[config.mk]
export PLATFORM = sky130hd
export DESIGN_NAME = mat_result_collector
export DESIGN_NICKNAME = d
export VERILOG_FILES = /design/src/rtl/mat_result_collector.sv
export SDC_FILE = /design/constraint.sdc
export NUM_CORES = 1
export LEC_CHECK = 0
export CAP_MARGIN = 10
export CORE_MARGIN = 5
export CORE_UTILIZATION = 51
export DETAILED_ROUTE_END_ITERATION = 16
export GPL_ROUTABILITY_DRIVEN = 0
export PLACE_DENSITY = 0.75
export SETUP_SLACK_MARGIN = 0.3
export SLEW_MARGIN = 10
export SYNTH_ARGS = -nofsm -noshare
export SYNTH_HDL_FRONTEND = slang
export SYNTH_SLANG_ARGS = --single-unit
[constraint.sdc]
create_clock -name clk -period 1.55 [get_ports clk]
set_clock_uncertainty 0.15 [all_clocks]
set_input_delay 0.31 -clock clk [delete_from_list [all_inputs] [get_ports clk]]
set_output_delay 0.31 -clock clk [all_outputs]
set_load 0.05 [all_outputs]
[src/rtl/mat_result_collector.sv]
// -----------------------------------------------------------------------------
// mat_result_collector
//
// Sink for the matrix-multiply result stream. Accepts ELEMENTS_NUM x
// ELEMENTS_NUM result elements serially over a valid/ready/last handshake,
// stores them row-major in an internal register array, and exposes the
// completed matrix to a host through a registered random-access read port
// until the host acknowledges it.
//
// Optional feature (macro COLLECTOR_PINGPONG_EN):
//   Two storage banks. Collection continues into the free bank while the
//   other one is held; the handshake only stalls when both banks are full.
//   result_valid and the read port always refer to the oldest held bank.
//   Without the macro a single bank with a COLLECT/HOLD FSM is built.
//
// Ports:
//   clk, rst      clock, synchronous active-high reset
//   in_data       result element (RES_WIDTH bits)
//   in_valid      element valid
//   in_last       final element of the matrix
//   in_ready      collector can accept (drives upstream ready_out)
//   result_valid  a complete matrix is held and readable
//   result_ack    host releases the held matrix (single-cycle pulse)
//   rd_row/rd_col read address (IDX_W bits each); out-of-range reads give 0
//   rd_data       registered read data, 1-cycle latency
//   mat_count     completed matrices, 16-bit wrapping
//   err_last      sticky framing error
//   err_clr       clears err_last (a new error in the same cycle wins)
// -----------------------------------------------------------------------------
module mat_result_collector #(
    parameter  int ELEMENTS_NUM = 3,
    parameter  int DATA_WIDTH   = 4,
    localparam int RES_WIDTH    = DATA_WIDTH*2 + $clog2(ELEMENTS_NUM) + 1,
    localparam int IDX_W        = $clog2(ELEMENTS_NUM)
) (
    input  logic                 clk,
    input  logic                 rst,
    input  logic [RES_WIDTH-1:0] in_data,
    input  logic                 in_valid,
    input  logic                 in_last,
    output logic                 in_ready,
    output logic                 result_valid,
    input  logic                 result_ack,
    input  logic [IDX_W-1:0]     rd_row,
    input  logic [IDX_W-1:0]     rd_col,
    output logic [RES_WIDTH-1:0] rd_data,
    output logic [15:0]          mat_count,
    output logic                 err_last,
    input  logic                 err_clr
);

    localparam logic [IDX_W-1:0] LAST_IDX = IDX_W'(ELEMENTS_NUM - 1);

    // Write pointer into the bank being collected
    logic [IDX_W-1:0]     row_q, row_d;
    logic [IDX_W-1:0]     col_q, col_d;
    logic [15:0]          mat_count_q, mat_count_d;
    logic                 err_last_q, err_last_d;
    logic [RES_WIDTH-1:0] rd_data_q, rd_data_d;

    logic                 accept;
    logic                 at_end;
    logic                 complete;
    logic                 frame_err;
    logic                 wr_en;

    // Read address handling: indices that do not exist read as zero; the
    // array index itself is clamped so it never leaves the array.
    logic                 rd_in_range;
    logic [IDX_W-1:0]     rd_r_idx;
    logic [IDX_W-1:0]     rd_c_idx;
    logic [RES_WIDTH-1:0] rd_word;

    assign rd_in_range = (int'(rd_row) < ELEMENTS_NUM) && (int'(rd_col) < ELEMENTS_NUM);
    assign rd_r_idx    = rd_in_range ? rd_row : '0;
    assign rd_c_idx    = rd_in_range ? rd_col : '0;

    assign accept = in_valid & in_ready;
    assign at_end = (row_q == LAST_IDX) && (col_q == LAST_IDX);

    // -------------------------------------------------------------------------
    // Write pointer, completion, framing and counters
    // -------------------------------------------------------------------------
    always_comb begin
        // NOTE: every output of a combinational block gets a default first, so
        // no path leaves it unassigned and no latch is inferred.
        row_d       = row_q;
        col_d       = col_q;
        mat_count_d = mat_count_q;
        wr_en       = 1'b0;
        complete    = 1'b0;
        frame_err   = 1'b0;

        if (accept) begin
            wr_en = 1'b1;
            if (at_end) begin
                // Final position: the matrix completes even without in_last,
                // but the missing marker is flagged.
                complete    = 1'b1;
                frame_err   = ~in_last;
                row_d       = '0;
                col_d       = '0;
                mat_count_d = mat_count_q + 16'd1;
            end else if (in_last) begin
                // Early last: the beat is stored but the partial matrix is
                // abandoned and collection restarts at (0,0).
                frame_err = 1'b1;
                row_d     = '0;
                col_d     = '0;
            end else if (col_q == LAST_IDX) begin
                col_d = '0;
                row_d = row_q + 1'b1;
            end else begin
                col_d = col_q + 1'b1;
            end
        end

        // A new error outranks a simultaneous clear.
        err_last_d = frame_err | (err_last_q & ~err_clr);
        rd_data_d  = rd_in_range ? rd_word : '0;
    end

`ifdef COLLECTOR_PINGPONG_EN
    // -------------------------------------------------------------------------
    // Two-bank storage. wr_bank_q is the bank being collected; rd_bank_q is
    // the oldest held bank, or equals wr_bank_q when nothing is held.
    // -------------------------------------------------------------------------
    logic [RES_WIDTH-1:0] mem_q [2][ELEMENTS_NUM][ELEMENTS_NUM];
    logic [1:0]           full_q, full_d;
    logic                 wr_bank_q, wr_bank_d;
    logic                 rd_bank_q, rd_bank_d;

    always_comb begin
        full_d    = full_q;
        wr_bank_d = wr_bank_q;
        rd_bank_d = rd_bank_q;
        // Ack frees the oldest bank; reading moves on to the other one, which
        // is either still held or the bank that is being collected.
        if (result_ack && full_q[rd_bank_q]) begin
            full_d[rd_bank_q] = 1'b0;
            rd_bank_d         = ~rd_bank_q;
        end
        // Completion always lands in the free bank, so it never collides with
        // the bank an ack in the same cycle is releasing.
        if (complete) begin
            full_d[wr_bank_q] = 1'b1;
            wr_bank_d         = ~wr_bank_q;
        end
    end

    assign in_ready     = ~full_q[wr_bank_q];
    assign result_valid = full_q[rd_bank_q];
    assign rd_word      = mem_q[rd_bank_q][rd_r_idx][rd_c_idx];

    always_ff @(posedge clk) begin
        if (rst) begin
            full_q    <= '0;
            wr_bank_q <= 1'b0;
            rd_bank_q <= 1'b0;
        end else begin
            full_q    <= full_d;
            wr_bank_q <= wr_bank_d;
            rd_bank_q <= rd_bank_d;
        end
    end

    // NOTE: the storage array has no reset; its contents are undefined until
    // written, and leaving it off the reset net keeps it plain registers.
    always_ff @(posedge clk) begin
        if (wr_en) begin
            mem_q[wr_bank_q][row_q][col_q] <= in_data;
        end
    end
`else
    // -------------------------------------------------------------------------
    // Single-bank storage with a COLLECT / HOLD FSM
    // -------------------------------------------------------------------------
    typedef enum logic {
        COLLECT = 1'b0,
        HOLD    = 1'b1
    } state_e;

    state_e               state_q, state_d;
    logic [RES_WIDTH-1:0] mem_q [ELEMENTS_NUM][ELEMENTS_NUM];

    always_comb begin
        state_d = state_q;
        case (state_q)
            COLLECT: if (complete)   state_d = HOLD;
            HOLD:    if (result_ack) state_d = COLLECT;
            default:                 state_d = COLLECT;
        endcase
    end

    assign in_ready     = (state_q == COLLECT);
    assign result_valid = (state_q == HOLD);
    assign rd_word      = mem_q[rd_r_idx][rd_c_idx];

    always_ff @(posedge clk) begin
        if (rst) begin
            state_q <= COLLECT;
        end else begin
            state_q <= state_d;
        end
    end

    // NOTE: the storage array has no reset; its contents are undefined until
    // written, and leaving it off the reset net keeps it plain registers.
    always_ff @(posedge clk) begin
        if (wr_en) begin
            mem_q[row_q][col_q] <= in_data;
        end
    end
`endif

    // -------------------------------------------------------------------------
    // Common state registers
    // -------------------------------------------------------------------------
    // NOTE: sequential state is updated only with non-blocking assignments so
    // every flop samples the pre-edge value of every other flop.
    always_ff @(posedge clk) begin
        if (rst) begin
            row_q       <= '0;
            col_q       <= '0;
            mat_count_q <= '0;
            err_last_q  <= 1'b0;
            rd_data_q   <= '0;
        end else begin
            row_q       <= row_d;
            col_q       <= col_d;
            mat_count_q <= mat_count_d;
            err_last_q  <= err_last_d;
            rd_data_q   <= rd_data_d;
        end
    end

    assign rd_data   = rd_data_q;
    assign mat_count = mat_count_q;
    assign err_last  = err_last_q;

endmodule

# Word level (Yosys, flattened, before mapping)
# Memory sizes are Yosys's and may differ from the RTL's.
# Cells that the tools add are included.
[word_totals] reg_bits=33 mem_bits_rw=99 inputBits=21 output_inout_bits=30 elab_cells=57 memories=1
[memory_table] memory="mem_q" depth=3 word_bits=33 rd=1 rd_clocked_by_memory_dff=0 write_ports=1 line_no="184" text="logic [RES_WIDTH-1:0] mem_q [ELEMENTS_NUM][ELEMENTS_NUM];"
[classes] addsub=3 order_cmp=5 n_eq_ne=2 mux=24 bitwise=9 reduce_logical=7
[ops] op="$mux 11" count=3
[ops] op="$mux 33" count=1
[ops] op="$bmux 11 s2" count=1
[ops] op="$demux 11 s2" count=1
[ops] op="$add 16x1->16 const B" count=1
[ops] op="$mux 2" count=8
[ops] op="$mux 1" count=9
[ops] op="$ge 3x3->1 const B" count=2
[ops] op="$not 2->3" count=2
[ops] op="$add 2x1->2 const B" count=2
[ops] op="$eq 2x2->1 const B" count=2
[ops] op="$lt 2x2->1 const B" count=2
[ops] op="$not 1->1" count=4
[ops] op="$reduce_and 2->1" count=2
[ops] op="$logic_and 1x1->1" count=3
[ops] op="$lt 3x1->1 const B" count=1
[ops] op="$reduce_bool 3->1" count=1
[ops] op="$and 1x1->1" count=2
[ops] op="$pmux 1 s2" count=1
[ops] op="$reduce_or 2->1" count=1
[ops] op="$or 1x1->1" count=1

# Depth between registers and ports, before layout
# Gate-level depths: netlist (run 1).
[depth] depth_word=7 depth_mapped=7 ltp_nobuf=6

# Worst setup path after synthesis (run 1)
# OpenSTA, ideal clock, no wires.
[synth_timing] kind="flip-flop to flip-flop" startpoint="register state_q, in the netlist result_valid" endpoint="memory mem_q[2][11] in the netlist's numbering (enable)" setup_ps=349 arrival_ps=1794 t_required_ps=1051 path_slack_ps=-743 stages_incl_launch_ff=5 path_buffers=0 period_less_slack_ps=2293 cell_sequence="dfxtp_1 -> inv_1 -> nand2_1 -> nor3b_1 -> and2_1"
[synth_between] elab_chain_cells=5
[synth_lines] element="start, declared" line_no="183" text="state_e state_q, state_d;"
[synth_lines] element="start signal, assigned" line_no="203" text="state_q <= state_d;"
[synth_lines] element="$not 1->1"
[synth_lines] element="named net in_ready" line_no="41" text="output logic in_ready,"
[synth_lines] element="$and 1x1->1" line_no="78" text="assign accept = in_valid & in_ready;"
[synth_lines] element="$mux 1" line_no="94" text="if (accept) begin"
[synth_lines] element="$mux 1" line_no="210" text="if (wr_en) begin"
[synth_lines] element="$mux 33 (implied by the code)" line_no="211" text="mem_q[row_q][col_q] <= in_data;"
[synth_lines] element="end, declared" line_no="184"
# The timed path passes the listed nets, and every way through them passes these cells.

# Worst setup path in the final report (run 1)
[layout_timing] startpoint="register state_q, in the netlist result_valid" endpoint="register mat_count_q[7], in the netlist mat_count[7]"
[layout_between] elab_chain_cells=3
[layout_lines] element="$not 1->1"
[layout_lines] element="$and 1x1->1" line_no="78"
[layout_lines] element="$reduce_and 2->1 (no line)"
[layout_lines] element="end signal, assigned" line_no="231" text="mat_count_q <= mat_count_d;"
[layout_lines] element="end, declared" line_no="57" text="logic [15:0] mat_count_q, mat_count_d;"
# Every way passes these cells.
# A chain may end at the register's enable or synchronous reset.

==> run metrics, run 1 <==
placed insts 658; antenna-violating nets left 0; Hold Fails Final Rpt 0; Root Buffer clkbuf_8; register area share after synthesis 0.6790; Routed WL 21.89 mm; Max Slew Vio Count 0; post-route insts no fill 753; Detail Placement HPWL between 8 and 9 mm; antenna cells 0; buffer depth of the longest clock path 2; fin worst setup slack -310.7 ps; CP startpoint kind register; crit path capture type register; Area growth, synth to finish 70.40%; # port buffers 50; Post-synth EDFFs 99; max_slew headroom 0.6629; top post-synthesis cells by area edfxtp_1 56%, dfxtp_1 12%, nand3_1 4.4%; CTS sink cnt between 100 and 150; Cells after Synth 425; vias in the first global route between 4000 and 5000; initial drt markers 608; leakage power ~0.0034 uW; Setup Crit Path Kind register to register; synth unique cells 40; yosys warns 0; die span in y between 100 and 150 um; syn_nets 450; Slew @ Worst Pin 504.0 ps; largest net degree at the start of global routing 23; reg2reg start result_valid; required time worst endpoint 1860 ps; Max Cap Viol 0; drt pass-1 iters 5; GRT Overall Usage 0.3071; HP Start rst; Top Ports 51; clk slew on worst S/H paths around 60 ps; fin util 0.8873; Post-route DRC 0; Fmax 537.4 MHz; worst skew pair latency 540 ps; mapped cell area ~5400 um2; Clock H-tree levels 4; final net count between 600 and 700; number of stages on the worst hold path 3; final setup fails roughly 130; initial cell density of the core 0.5207; R2R setup slack -310 ps; die area 12640 um2; DP Worst Slack -802.2 ps; pwr/cell area 980.3 nW/um2; FP Rows 37; Die W roughly 110 um; syn avg cell area 12.59 um2; Via Count 4959; Hold Crit Class input pin to register; post-synthesis register bit count 132; Overall Power 8939 uW; TritonCTS buffer count 17; initial antenna violation count 1; post-synth top area share 0.5555; cell taking the most area after synthesis edfxtp_1; peak supply drop 777.0 uV; RSZ-0062 raised after global routing true; Commonest cells post-synth 99 x edfxtp_1, 47 x nand3_1, 33 x dfxtp_1; CTS tree done; Final Cycle Share 1.200; hold-fix buffers at CTS 0; core area around 10000 um2; vias per cell 6.586; crit path DAT ~2200 ps; crit-path max FO 5; post-layout min period 1861 ps; most numerous cell in the Yosys netlist edfxtp_1; violated checks setup timing; status complete, but fails checks; asr flop ratio synth 0; share of cells above drive strength 1 0.5624; Hold Slack 199.6 ps; first-pass GRT wire length 28.84 mm; worst r2r dst mat_count[7]; fill cell count 391; R2R depth 6; worst hold endpoint mat_count[14]; GRT Residual Overflow 0; routed len/inst 29.07 um; Post-synth top flop edfxtp_1
## area by class of cell
class	count	area, um2	area share
sequential	132	3697	0.4055
tap	136	170.2	0.01866
timing repair buffer	178	2246	0.2463
multi-input combinational	265	2392	0.2623
clock buffer	24	470.5	0.05159
inverter	10	41.29	0.004528
clock inverter	8	101.3	0.01111
## layer usage
layer  routed length, um  track usage  vias to the layer above
met5                  16            0                        -
met4                1675       0.2075                        2
met3                2271      0.08410                      125
met2               10530       0.4978                      457
met1                7403       0.3556                     2398
li1                    -            -                     1977
## flip-flops by register name, summed over array words and instances (netlist names)
signal        cells
mem_q            99
mat_count        16
rd_data          11
col_q             2
row_q             2
err_last          1
result_valid      1
## how the worst max path moves through the flow
stage / start / slack, ps / cells past startpoint / to
global route: result_valid / -360 / 6 / mat_count[7]
detailed placement: rd_col[0] / -800 / 7 / rd_data[1]
floorplan: result_valid / -110 / 5 / mat_count[15]
finish: result_valid / -310 / 6 / mat_count[7]
CTS: result_valid / -230 / 4 / in_ready
global placement: rd_row[1] / -730 / 8 / rd_data[5]
## what timing repair did
action	CTS	global route
endpoints found under the setup margin	162	162
pin swaps	47	38
buffers inserted	36	14
cloned	12	1
gates resized for setup	167	77
## through the flow
stage	TNS (ps)	instance area, um2
final	-24190	9119
after global routing	-28310	9119
after CTS	-15940	8582
after detailed placement	-60530	6989
after global placement	-56670	6989
after floorplan	-6282	5517
## cells by family after synthesis
family | Yosys count | synth area share
AOI/OAI and AO/OA | 85 | 0.1106
buffers and inverters | 36 | 0.02806
adders and majority gates | 4 | 0.009353
xor gates and xnor gates | 10 | 0.01637
DFF | 132 | 0.6790
muxes | 1 | 0.001871
and+or+nand+nor | 157 | 0.1548
## worst max-delay path, stage by stage, from the launching register on
cell      delay [ps]
dfxtp_4          350
buf_6            110
and4bb_4         340
buf_12           120
nand4_4          150
or3_4            430
a21oi_2          130
## where the power goes
| part | total [uW] | leakage, uW | switching, uW | internal (uW) |
|---|---|---|---|---|
| Combinational | 1090 | 0.00191 | 579 | 512 |
| Clock | 3960 | 0.000261 | 1550 | 2410 |
| Sequential | 3880 | 0.00118 | 38.5 | 3840 |
| Total | 8940 | 0.00336 | 2170 | 6770 |
## cell usage in the layout, fill, tap and decap left out, drive strengths merged, types with 4 or more instances in the layout
cell           netlist  final
a311oi              22     22
ha                   4      4
xnor2                7      7
nand3               47     47
o21ai               28     28
and2                10     17
nor2b               14     14
nand4                5      6
clkdlybuf4s50        0     15
a21oi                8      8
edfxtp              99     99
inv                 10      9
nand2               21     21
nand2b              12     12
clkbuf              16     25
nor3                 4      4
dfxtp               33     33
nor2                27     27
buf                 10    161
clkinvlp             0      6
or3                  6      6
a211oi              11     11
a31o                11     11
Note: power is estimated with default switching activity, not from simulation.
==> inputs of run 2 (changes only) <==
--- a/config.mk
+++ b/config.mk
@@ -7,12 +7,14 @@
 export LEC_CHECK = 0
 export CAP_MARGIN = 10
 export CORE_MARGIN = 5
-export CORE_UTILIZATION = 51
+export CORE_UTILIZATION = 53
+export CTS_BUF_LIST = sky130_fd_sc_hd__clkbuf_2 sky130_fd_sc_hd__clkbuf_4 sky130_fd_sc_hd__clkbuf_8
 export DETAILED_ROUTE_END_ITERATION = 16
 export GPL_ROUTABILITY_DRIVEN = 0
-export PLACE_DENSITY = 0.75
-export SETUP_SLACK_MARGIN = 0.3
+export PLACE_DENSITY = 0.78
+export SETUP_SLACK_MARGIN = 0.15
 export SLEW_MARGIN = 10
 export SYNTH_ARGS = -nofsm -noshare
 export SYNTH_HDL_FRONTEND = slang
 export SYNTH_SLANG_ARGS = --single-unit
+export TNS_END_PERCENT = 30
==> run metrics, run 2 (synthesis gave the netlist of run 1 again) <==
share of cells above drive strength 1 0.4243; die area about 12000 um2; required time worst endpoint 1540 ps; vias in the first global route approximately 4400; core area 9819 um2; FF/Latch Area 3690 um2; Fmax 570.7 MHz; CTS sink cnt 132; Top Metal Used met4; worst skew pair latency ~440 ps; Top Ports 51; initial cell density of the core 0.5450; vias per cell 6.071; hold-fix buffers at CTS 0; Largest register FFs 99; Via Count 4256; DP Worst Slack -977.9 ps; max_slew headroom 0.7406; Max Slew Vio Count 0; met2 WL post-DR 8.043 mm; final net count 580; Clock H-tree levels 4; post-layout min period between 1500 and 2000 ps; Setup Crit Path Kind register to register; Slew @ Worst Pin 385.0 ps; GRT Residual Overflow 0; fin util 0.8103; area occupied by multi-input gates 1939 um2; antenna cells 0; leakage power 0.002805 uW; pwr/cell area ~1000 nW/um2; Area growth, synth to finish 48.68%; initial antenna violation count 0; TritonCTS buffer count 17; crit path DAT about 1800 ps; Hold Fails Final Rpt 0; most frequent cells in the layout 99 x edfxtp_1, 52 x buf_4, 46 x nand3_1; largest register by flop count mem_q; fin worst setup slack -202.3 ps; CP startpoint kind register; Final Cycle Share 1.131; RSZ-0062 raised after global routing true; Detail Placement HPWL about 8.8 mm; antenna-violating nets left 0; Hold Crit Class input pin to register; WL met3 1.560 mm; Max Cap Viol 0; Post-route DRC 0; fill cell count approximately 530; status complete, but fails checks; Fin Setup TNS -11400 ps; crit-path max FO 6; routed len/inst 22.43 um; Die W around 110 um; initial drt markers 483; Routed WL 15.73 mm; drt pass-1 iters 5; FP Rows 36; DRT met1 WL 5.620 mm; final setup fails 100; Overall Power 8293 uW; largest net degree at the start of global routing 27; clk slew on worst S/H paths 70 ps; crit path capture type register; peak supply drop 599.4 uV; die span in y 110.5 um; GRT Overall Usage 0.2438; # port buffers 50; first-pass GRT wire length about 23 mm; violated checks setup timing; buffer depth of the longest clock path 2; Root Buffer clkbuf_8; commonest non-fill, non-tap cell in the layout edfxtp_1; CTS tree done
[run 2: path summary, 6_finish.rpt]
kind / start / to / slack [ps] / depth (start not counted)
worst max-delay path: result_valid / mem_q[1][13] / -200 / 7
worst min-delay path: err_clr / err_last / 320 / 4
worst max register to register: result_valid / mem_q[1][13] / -200 / 7
worst min register to register: err_last / err_last / 380 / 2
[run 2: where the power goes]
group	internal, uW	switching [uW]	leakage (uW)
combinational	394	457	0.00139
clock	2230	1350	0.000239
sequential	3840	30.7	0.00118
[run 2: area by class of cell]
cell class                 instances  share of cell area
inverter                          10            0.005189
timing repair buffer             133              0.2044
clock buffer                      17             0.02941
clock inverter                    15             0.03255
tap                              133             0.02092
sequential                       132              0.4638
multi-input combinational        261              0.2437
[run 2: critical path, stage by stage (launching register included)]
cell and delay, ps:
dfxtp_4 340, buf_6 110, clkinvlp_4 70, buf_6 90
nand2_4 60, nor3b_4 240, buf_6 150, and2_4 230
[run 2: per-layer routing]
metal	vias to the layer above	global-route usage
met5	-	0
met4	0	0.09688
met3	49	0.06565
met2	306	0.4134
met1	2032	0.2959
li1	1869	-
[run 2: metrics by stage]
stage,instance area [um2],instances,hold slack (ps)
6_report,7956,701,323.4
5_1_grt,7956,701,343.5
4_1_cts,7780,693,310.3
3_5_place_dp,6883,647,372.0
3_3_place_gp,6883,647,350.9
2_1_floorplan,5433,425,221.7
[run 2: what timing repair did]
action | in CTS | in global routing
endpoints found under the setup margin | 159 | 160
cloned | 0 | 4
pin swaps | 18 | 19
setup buffers | 14 | 4
resized for setup | 95 | 30
==> inputs of run 3 (changes only) <==
--- a/config.mk
+++ b/config.mk
@@ -6,7 +6,7 @@
 export NUM_CORES = 1
 export LEC_CHECK = 0
 export CAP_MARGIN = 10
-export CORE_MARGIN = 5
+export CORE_MARGIN = 4
 export CORE_UTILIZATION = 53
 export CTS_BUF_LIST = sky130_fd_sc_hd__clkbuf_2 sky130_fd_sc_hd__clkbuf_4 sky130_fd_sc_hd__clkbuf_8
 export DETAILED_ROUTE_END_ITERATION = 16
==> run metrics, run 3 (synthesis gave the netlist of run 1 again) <==
TritonCTS buffer count 17; R2R setup slack -150 ps; buffer depth of the longest clock path 2; vias in the first global route 4307; pwr/cell area 955.1 nW/um2; Largest register FFs 99; required time worst endpoint 1090 ps; Slew @ Worst Pin approximately 450 ps; FP Rows 36; Final Cycle Share 1.103; initial antenna violation count 0; GRT Residual Overflow 0; post-layout min period 1710 ps; area occupied by multi-input gates between 1500 and 2000 um2; initial cell density of the core 0.5450; drt pass-1 iters 5; most frequent cells in the layout 99 x edfxtp_1, 46 x nand3_1, 45 x buf_4; antenna cells 0; initial drt markers slightly below 500; Post-route DRC 0; peak supply drop 789.1 uV; crit path capture type output pin; Via Count 4279; leakage power ~0.0028 uW; worst skew pair latency approximately 430 ps; final setup fails 104; FF/Latch Area 3686 um2; status complete, but fails checks; share of cells above drive strength 1 0.4303; CTS tree done; largest register by flop count mem_q; GRT Overall Usage 0.2744; Area growth, synth to finish 47.93%; max_slew headroom 0.7024; RSZ-0062 raised after global routing true; fill cell count 535; Setup Crit Path Kind register to output pin; antenna-violating nets left 0; Die W 108.5 um; final net count 579; first-pass GRT wire length 23.59 mm; Top Ports 51; CTS sink cnt 132; Routed WL roughly 16 mm; Max Slew Vio Count 0; Fmax 584.7 MHz; core area 9819 um2; crit-path max FO 2; fin util 0.8062; routed len/inst 22.66 um; CP startpoint kind register; Clock H-tree levels 4; die area 11770 um2; clk slew on worst S/H paths 70 ps; largest net degree at the start of global routing 23; Hold Fails Final Rpt 0; Max Cap Viol 0; Hold Crit Class input pin to register; Overall Power 7561 uW; # port buffers 50; crit path DAT 1250 ps; Detail Placement HPWL 8.814 mm; die span in y 108.5 um; vias per cell approximately 6.1; violated checks setup timing; Root Buffer clkbuf_8; commonest non-fill, non-tap cell in the layout edfxtp_1; fin worst setup slack -160.2 ps
run 3: cell types whose count changed in the layout (fill, tap and decap cells not counted), moves of 5 or more:
cell       before  now
buf_4          52   45
bufinv_16       7    1
a211oi_2        1    8
a211oi_1        8    3
clkbuf_8       17   22
clkbuf_4        1    6
run 3: per-layer routing:
layer	wire, um	vias to the layer above	global-route usage
met5	0	-	0
li1	-	1871	-
met1	5895	2075	0.3456
met3	1319	54	0.05433
met2	8058	279	0.4607
met4	585	0	0.1208
run 3: path summary, 6_finish.rpt:
check | startpoint | end | depth (start not counted)
max | result_valid | in_ready | 4
min | err_clr | err_last | 4
max reg2reg | result_valid | mem_q[2][30] | 7
min reg2reg | err_last | err_last | 2
run 3: area by class of cell:
type                       count  share of cell area
sequential                   132              0.4656
tap                          133             0.02102
timing repair buffer         132              0.2129
inverter                      10            0.005216
clock inverter                 5            0.006164
multi-input combinational    261              0.2461
clock buffer                  27             0.04299
run 3: through the flow:
| stage | instances | hold WS [ps] | setup WS [ps] | setup TNS, ps | area, um2 |
|---|---|---|---|---|---|
| 5_1_grt | 700 | 377.2 | -212.2 | -12160 | 7916 |
| 3_3_place_gp | 649 | 352.4 | -705.0 | -55360 | 6898 |
| 3_5_place_dp | 649 | 357.6 | -765.4 | -57810 | 6898 |
| 6_report | 700 | 340.7 | -160.2 | -6481 | 7916 |
| 4_1_cts | 697 | 334.9 | -165.6 | -4925 | 7717 |
| 2_1_floorplan | 425 | 221.7 | -113.8 | -8790 | 5433 |
run 3: power by group:
group | internal (uW) | leakage (uW) | switching (uW)
sequential | 3840 | 0.00118 | 33.4
combinational | 401 | 0.00142 | 462
clock | 1560 | 0.000209 | 1260
run 3: critical path, stage by stage, from the launching register on:
cell        delay [ps]
dfxtp_4            350
buf_6              100
clkinvlp_4         100
buf_6              140
buf_12             140
run 3: timing repair:
action | 4_1_cts | 5_1_grt
hold buffers | 0 | 0
gates cloned | 7 | 1
setup buffers | 9 | 2
pin swaps | 28 | 20
setup endpoints to repair | 160 | 158
resized for setup | 96 | 38
